--- config.mk ---
export PLATFORM = sky130hd
export DESIGN_NAME = dmem_arbiter
export DESIGN_NICKNAME = d
export VERILOG_FILES = /design/src/rtl/dmem_arbiter_pkg.sv /design/src/rtl/dmem_arbiter.sv
export SDC_FILE = /design/constraint.sdc
export NUM_CORES = 1
export LEC_CHECK = 0
export ABC_AREA = 1
export BUFFER_PORTS_ARGS = -buffer_cell sky130_fd_sc_hd__clkbuf_2
export CAP_MARGIN = 20
export CELL_PAD_IN_SITES_DETAIL_PLACEMENT = 2
export CELL_PAD_IN_SITES_GLOBAL_PLACEMENT = 2
export CORE_MARGIN = 3
export CORE_UTILIZATION = 13
export CTS_BUF_LIST = sky130_fd_sc_hd__clkbuf_2
export DETAILED_ROUTE_END_ITERATION = 10
export GPL_ROUTABILITY_DRIVEN = 0
export PLACE_DENSITY = 0.76
export SLEW_MARGIN = 20
export SYNTH_ARGS = -nofsm -noshare
export SYNTH_HDL_FRONTEND = slang
export SYNTH_SLANG_ARGS = --single-unit
--- constraint.sdc ---
create_clock -name clk -period 1.3 [get_ports clk]
set_clock_uncertainty 0.05 [all_clocks]
set_input_delay 0.065 -clock clk [delete_from_list [all_inputs] [get_ports clk]]
set_output_delay 0.065 -clock clk [all_outputs]
set_load 0.05 [all_outputs]
--- src/rtl/dmem_arbiter_pkg.sv ---
// Shared types for the data-memory arbiter: ownership state encoding.
package dmem_arbiter_pkg;

    typedef enum logic {
        OWN_CPU = 1'b0,
        OWN_DBG = 1'b1
    } own_t;

endpackage

--- src/rtl/dmem_arbiter.sv ---
// Shares single-port dmem between the MEM stage (default owner) and a debug/loader port.
// DBG acks 1 cycle after request when CPU idle, at most MAX_WAIT+1 when busy; CPU stalls while DBG owns.
module dmem_arbiter
    import dmem_arbiter_pkg::*;
#(
    parameter int unsigned AW        = 32,
    parameter int unsigned DW        = 32,
    parameter int unsigned MAX_WAIT  = 4,
    parameter int unsigned MAX_BURST = 8
) (
    input  logic          clk,
    input  logic          reset,
    input  logic          cpu_req,
    input  logic          cpu_we,
    input  logic [AW-1:0] cpu_a,
    input  logic [DW-1:0] cpu_wd,
    output logic [DW-1:0] cpu_rd,
    output logic          cpu_stall,
    input  logic          dbg_req,
    input  logic          dbg_we,
    input  logic          dbg_lock,
    input  logic [AW-1:0] dbg_a,
    input  logic [DW-1:0] dbg_wd,
    output logic          dbg_ack,
    output logic          dbg_rvalid,
    output logic [DW-1:0] dbg_rd,
    output logic          mem_we,
    output logic [AW-1:0] mem_a,
    output logic [DW-1:0] mem_wd,
    input  logic [DW-1:0] mem_rd
);

    localparam int unsigned WW = (MAX_WAIT  > 1) ? $clog2(MAX_WAIT + 1)  : 1;
    localparam int unsigned BW = (MAX_BURST > 1) ? $clog2(MAX_BURST + 1) : 1;
    localparam logic [WW-1:0] WAIT_MAX   = WW'(MAX_WAIT);
    localparam logic [BW-1:0] BURST_LAST = BW'(MAX_BURST - 1);

    own_t          state, state_nxt;
    logic [WW-1:0] wait_cnt, wait_nxt;
    logic [BW-1:0] burst_cnt, burst_nxt;
    logic          sel_dbg;
    logic          dbg_rd_hit;

    // State register and counters
    always_ff @(posedge clk or posedge reset) begin
        if (reset) begin
            state     <= OWN_CPU;
            wait_cnt  <= '0;
            burst_cnt <= '0;
        end else begin
            state     <= state_nxt;
            wait_cnt  <= wait_nxt;
            burst_cnt <= burst_nxt;
        end
    end

    // Next-state logic
    always_comb begin
        state_nxt = state;
        wait_nxt  = wait_cnt;
        burst_nxt = burst_cnt;
        case (state)
            OWN_CPU: begin
                if (!dbg_req) begin
                    wait_nxt = '0;
                end else if (cpu_req && (wait_cnt < WAIT_MAX)) begin
                    wait_nxt = wait_cnt + 1'b1;
                end else begin
                    state_nxt = OWN_DBG;
                    wait_nxt  = '0;
                    burst_nxt = '0;
                end
            end
            OWN_DBG: begin
                if (dbg_req) begin
                    burst_nxt = burst_cnt + 1'b1;
                end
                // Lock only extends ownership while the burst budget has room for another beat.
                if (!(dbg_req && dbg_lock && (burst_cnt < BURST_LAST))) begin
                    state_nxt = OWN_CPU;
                end
            end
            default: state_nxt = OWN_CPU;
        endcase
    end

    // Output mux: select taken from the state register only, never from dbg_req.
    always_comb begin
        sel_dbg   = (state == OWN_DBG);
        mem_a     = sel_dbg ? dbg_a  : cpu_a;
        mem_wd    = sel_dbg ? dbg_wd : cpu_wd;
        mem_we    = !reset && (sel_dbg ? (dbg_req && dbg_we) : (cpu_req && cpu_we));
        dbg_ack   = sel_dbg && dbg_req;
        cpu_stall = sel_dbg && cpu_req;
        cpu_rd    = mem_rd;
    end

    assign dbg_rd_hit = dbg_ack && !dbg_we;

    always_ff @(posedge clk or posedge reset) begin
        if (reset) begin
            dbg_rvalid <= 1'b0;
            dbg_rd     <= '0;
        end else begin
            dbg_rvalid <= dbg_rd_hit;
            if (dbg_rd_hit) begin
                dbg_rd <= mem_rd;
            end
        end
    end

endmodule

== Word level (Yosys, flattened, before mapping) ==
Index checks and enable logic that the tools add are counted.
Word-level totals
  register bits: 41
  latch bits: 0
  bits in writable memories: 0
  memory bits (read-only): 0
  input bits: 167
  output and inout bits: 132
  memories kept: 0
Cells by class
  $add $sub $neg: 2
  $mul: 0
  divide/modulo/power cells: 0
  order comparisons: 2
  eq/ne operators: 3
  shift operators: 0
  multiplexer cells: 13
  bitwise gates (word level): 1
  reductions and logical operators: 12
Operators by type and width (number)
  $mux W32: 2
  $mux W4: 3
  $logic_and A1 B1 Y1: 9
  $pmux W4 S2: 1
  $mux W3: 2
  $ne A2 B2 Y1 const B: 3
  $add A4 B1 Y4 const B: 1
  $lt A4 B3 Y1 const B: 1
  $mux W1: 4
  $add A3 B1 Y3 const B: 1
  $lt A3 B3 Y1 const B: 1
  $reduce_and A3 Y1: 1
  $logic_not A1 Y1: 2
  $pmux W1 S2: 1
  $not A1 Y1: 1

== Logic depth before layout (Yosys ltp) ==
  depth in word-level cells: 5
  mapped depth: 8
  gate-level depth less buffers: 7

== Least setup slack after synthesis ==
Ideal clock, no wire load.
  path type: reg-to-output
  from: register state, in the netlist sel_dbg
  to: output port mem_we
  arrival: 1731 ps
  data required time: 1185 ps
  path slack: -546 ps
  stages on the path, launching flop included: 6
  path buffers: 1
  cell sequence: dfrtp_1 > buf_4 > nand2_2 > inv_1 > nand2_1 > a21oi_1
On the way
  cells in the longest elaborated chain, start to end: 2
RTL lines
  start: declaration: line dmem_arbiter.sv:38  | own_t state, state_nxt;
  start signal: assignment: line dmem_arbiter.sv:51  | state <= state_nxt;
  $mux W1: line dmem_arbiter.sv:92  | mem_we = !reset && (sel_dbg ? (dbg_req && dbg_we) : (cpu_req && cpu_we));
  $logic_and A1 B1 Y1: line dmem_arbiter.sv:92
  end: declaration: line dmem_arbiter.sv:27  | output logic mem_we,
No other way between the ends.

== Final worst setup path ==
  from: register state, in the netlist sel_dbg
  to: output port mem_wd[28]
On the way
  cells in the longest elaborated chain, start to end: 1
RTL lines
  $mux W32: line dmem_arbiter.sv:91  | mem_wd = sel_dbg ? dbg_wd : cpu_wd;
  end: declaration: line dmem_arbiter.sv:29  | output logic [DW-1:0] mem_wd,
No other way between the ends.

==> results by group <==
Yosys
  • Largest family of logic cells by synthesized area: simple AND/OR/NAND/NOR gates
  • Synth top area share: 0.427
  • Post-synth top area cell: nand2_1
  • Complex-gate fraction of the synthesized area: 0.0140
  • Register area share after synthesis: 0.383
  • Main synth FF type: dfrtp_1
  • Mux contribution to synthesized area: 0
  • Simple-gate share of the synthesized area: 0.445
  • Seq cells post-synth: 41
  • EDFF count, synth: 0
  • Post-synthesis instance total: 428
  • Synth Area in XOR/XNOR: 0
  • Synth cell types: 19
  • Main area contributors after synthesis: nand2_1, dfrtp_1, buf_4
  • Most common library cells after synthesis: nand2_1, dfrtp_1, buf_4
  • Avg Synthesized Cell Area: 6.26 sq um
  • Count leader, synth: nand2_1
  • Ys async rst share: 1.00
  • Yosys warning count: 0
  • Mapped cell area: 2680 sq um
  • Synthesized Nets: 597
  • Adder-cell share of the synthesized area: 0.00933

STA
  • Relative slew margins: 0.689
  • Slew Limit Fails: 0
  • Hold Slack: 0.0821 ns
  • Final hold viol count: 0
  • Worst setup margin: -0.442 ns
  • Worst-margin pin slew: 0.463 ns
  • Tmin final: 1.74 ns
  • F_max: 574 MHz
  • Unrepaired setup endpoints after global routing: true
  • Final setup fails: 104
  • Final Cycle Share: 1.34

Global routing
  • Vias in the first global route: 4570
  • GR peak layer: met2
  • Largest net degree at the start of global routing: 32
  • Met2 Use GR: 0.288
  • Met3 usage: 0.0415
  • Initial antenna violation count: 0
  • Global-route wire length before repair: 25500 microns
  • Tot GR Track Use: 0.147
  • GRT overflow: 0
  • Global Route met1 Usage: 0.150

Route
  • DR iter-0 viols: 62
  • Antenna Nets Post-Route: 0
  • DRC: 0
  • Drt wl/cell: 17.8 microns
  • DRT Pass-1 Iters: 4
  • WL final: 18100 microns
  • Via/cell ratio: 3.97
  • Via count: 4025

Status
  • Failing checks: negative setup slack
  • Status: finished, violations left

Worst setup path
  • Worst EP required: 1.19 ns
  • Type of origin of the critical path: flip-flop
  • Worst Setup EP: mem_wd[28]
  • Reg2Reg Setup Slack: -0.36 ns
  • Crit Path Class: reg2out
  • Worst Reg-to-Reg Cells: 8
  • Arrival @ worst endpoint: 1.63 ns
  • CP Max Fanout: 8
  • Critical Path Start: sel_dbg
  • Reg-to-Reg End: dbg_rd[8]
  • CP endpoint kind: output pin
  • R2R Path Start: sel_dbg

Placed design
  • Setup WS pre-CTS: -0.0646 ns
  • Port bufs: 298
  • Placed Cells incl. Taps: 950
  • Post-DP HPWL: 12100 microns

Floorplanning
  • Die H: 150 microns
  • Die width: 150 microns
  • Initial Utilization: 0.135
  • Std cell rows: 51
  • Io pins: 299
  • Die area: 22400 sq um
  • Total core area: 19800 sq um

Clocking
  • Clock Tree Buf Depth: 2
  • Clk sink count: 41
  • CTS tree: done
  • CTS H-tree depth: 2
  • Num CTS Buffers: 5
  • Clk slew on worst S/H paths: 0.23 ns
  • Clock Latency Late Sink: 0.42 ns
  • Root Buffer: clkbuf_2

Pwr
  • Pwr dens: 1110 nW/um^2
  • Switching Share: 0.524
  • Sw Pwr: 3700 uW
  • VDD IR max: 508 uV
  • Clk network pwr share: 0.082
  • Internal Power: 3360 uW
  • Leakage Power: 0.00352 uW
  • Flop pwr share: 0.249
  • Gate power share: 0.670

Layout
  • Final Util: 0.320
  • Share of layout cells above drive strength 1: 0.600
  • P&R area growth vs syn: 136%
  • Post-layout nets: 918
  • N_diodes: 0
  • Cell Count, Final, Fillers Out: 1015

Worst hold path
  • Worst hold path type: in2async

Job
  • Max-cap violations: 0
## cell families (layout without fill, tap and decap cells)
logic type               count (synthesis)  after routing
AND/OR/NAND/NOR                        314            314
buffers and inverters                   64            386
AO/OA/AOI/OAI                            7              7
adder cells (fa/ha/maj)                  2              2
flip-flops                              41             41
## flip-flops by register name (all words and copies together), names as in the netlist
register / cells
dbg_rd: 32
burst_cnt: 4
wait_cnt: 3
dbg_rvalid: 1
sel_dbg: 1
## power groups by stage
stage                     Clock [uW]  Combinational [uW]  Sequential (uW)
final                            577                4730             1760
after global routing             653                4980             1800
after CTS                        623                4590             1760
after detailed placement           0                4020             1770
after global placement             0                3970             1760
after floorplan                    0                1760             2640
## cell type report
type / count / area [sq um]
fill: 2278 / 13500
timing repair buffer: 368 / 3310
multi-input combinational: 323 / 1570
sequential: 41 / 1030
tap: 265 / 332
inverter: 10 / 61.3
clock buffer: 5 / 25.0
clock inverter: 3 / 12.5
## worst min path at each step
stage	to	start	slack [ns]
floorplan	dbg_rd[0]	mem_rd[0]	0.12
global placement	dbg_rd[1]	reset	0.01
detailed placement	dbg_rd[1]	reset	0.03
CTS	sel_dbg	cpu_req	0.01
global route	burst_cnt[0]	reset	0.08
finish	burst_cnt[0]	reset	0.08
## metrics by stage
stage	TNS [ns]	power, uW	instance area (sq um)
after global placement	-0.489	5720	4880
after CTS	-38.76	6970	6100
final	-37.98	7060	6340
after detailed placement	-1.43	5790	4880
after global routing	-47.81	7430	6340
after floorplan	-0.0148	4400	2850
## routing by layer
metal  part of all wire  vias to the layer above
li1                   -                     1891
met4              0.020                        0
met3              0.091                       17
met5                  0                        -
met2               0.54                      200
met1               0.35                     1917
## repair_timing
item | in CTS | in global routing
endpoints found under the hold margin | 78 | 0
setup endpoints to repair | 86 | 125
cloned | 7 | 5
setup buffers | 8 | 5
pin swaps | 6 | 11
gates resized for setup | 142 | 66
hold buffers | 36 | 0
## placed cells by master (no fill, tap or decap), types with 4 or more instances in the layout
cell / netlist / final
buf_12: 0 / 37
buf_16: 0 / 4
buf_2: 9 / 9
buf_4: 33 / 7
buf_6: 3 / 5
buf_8: 0 / 7
clkbuf_16: 0 / 12
clkbuf_2: 0 / 214
clkbuf_4: 0 / 13
clkbuf_8: 0 / 29
dfrtp_1: 41 / 40
dlygate4sd3_1: 0 / 36
inv_1: 8 / 5
nand2_1: 305 / 204
nand2_2: 1 / 96
nand2_4: 0 / 6
## worst max-delay path, cell delays in order (launching register included)
cell and delay [ns]:
dfrtp_2 0.53, inv_8 0.15, buf_4 0.13, buf_6 0.10
nand2_1 0.07, nand2_2 0.08, buf_12 0.14
No activity file was read; power rests on OpenSTA's default activity.
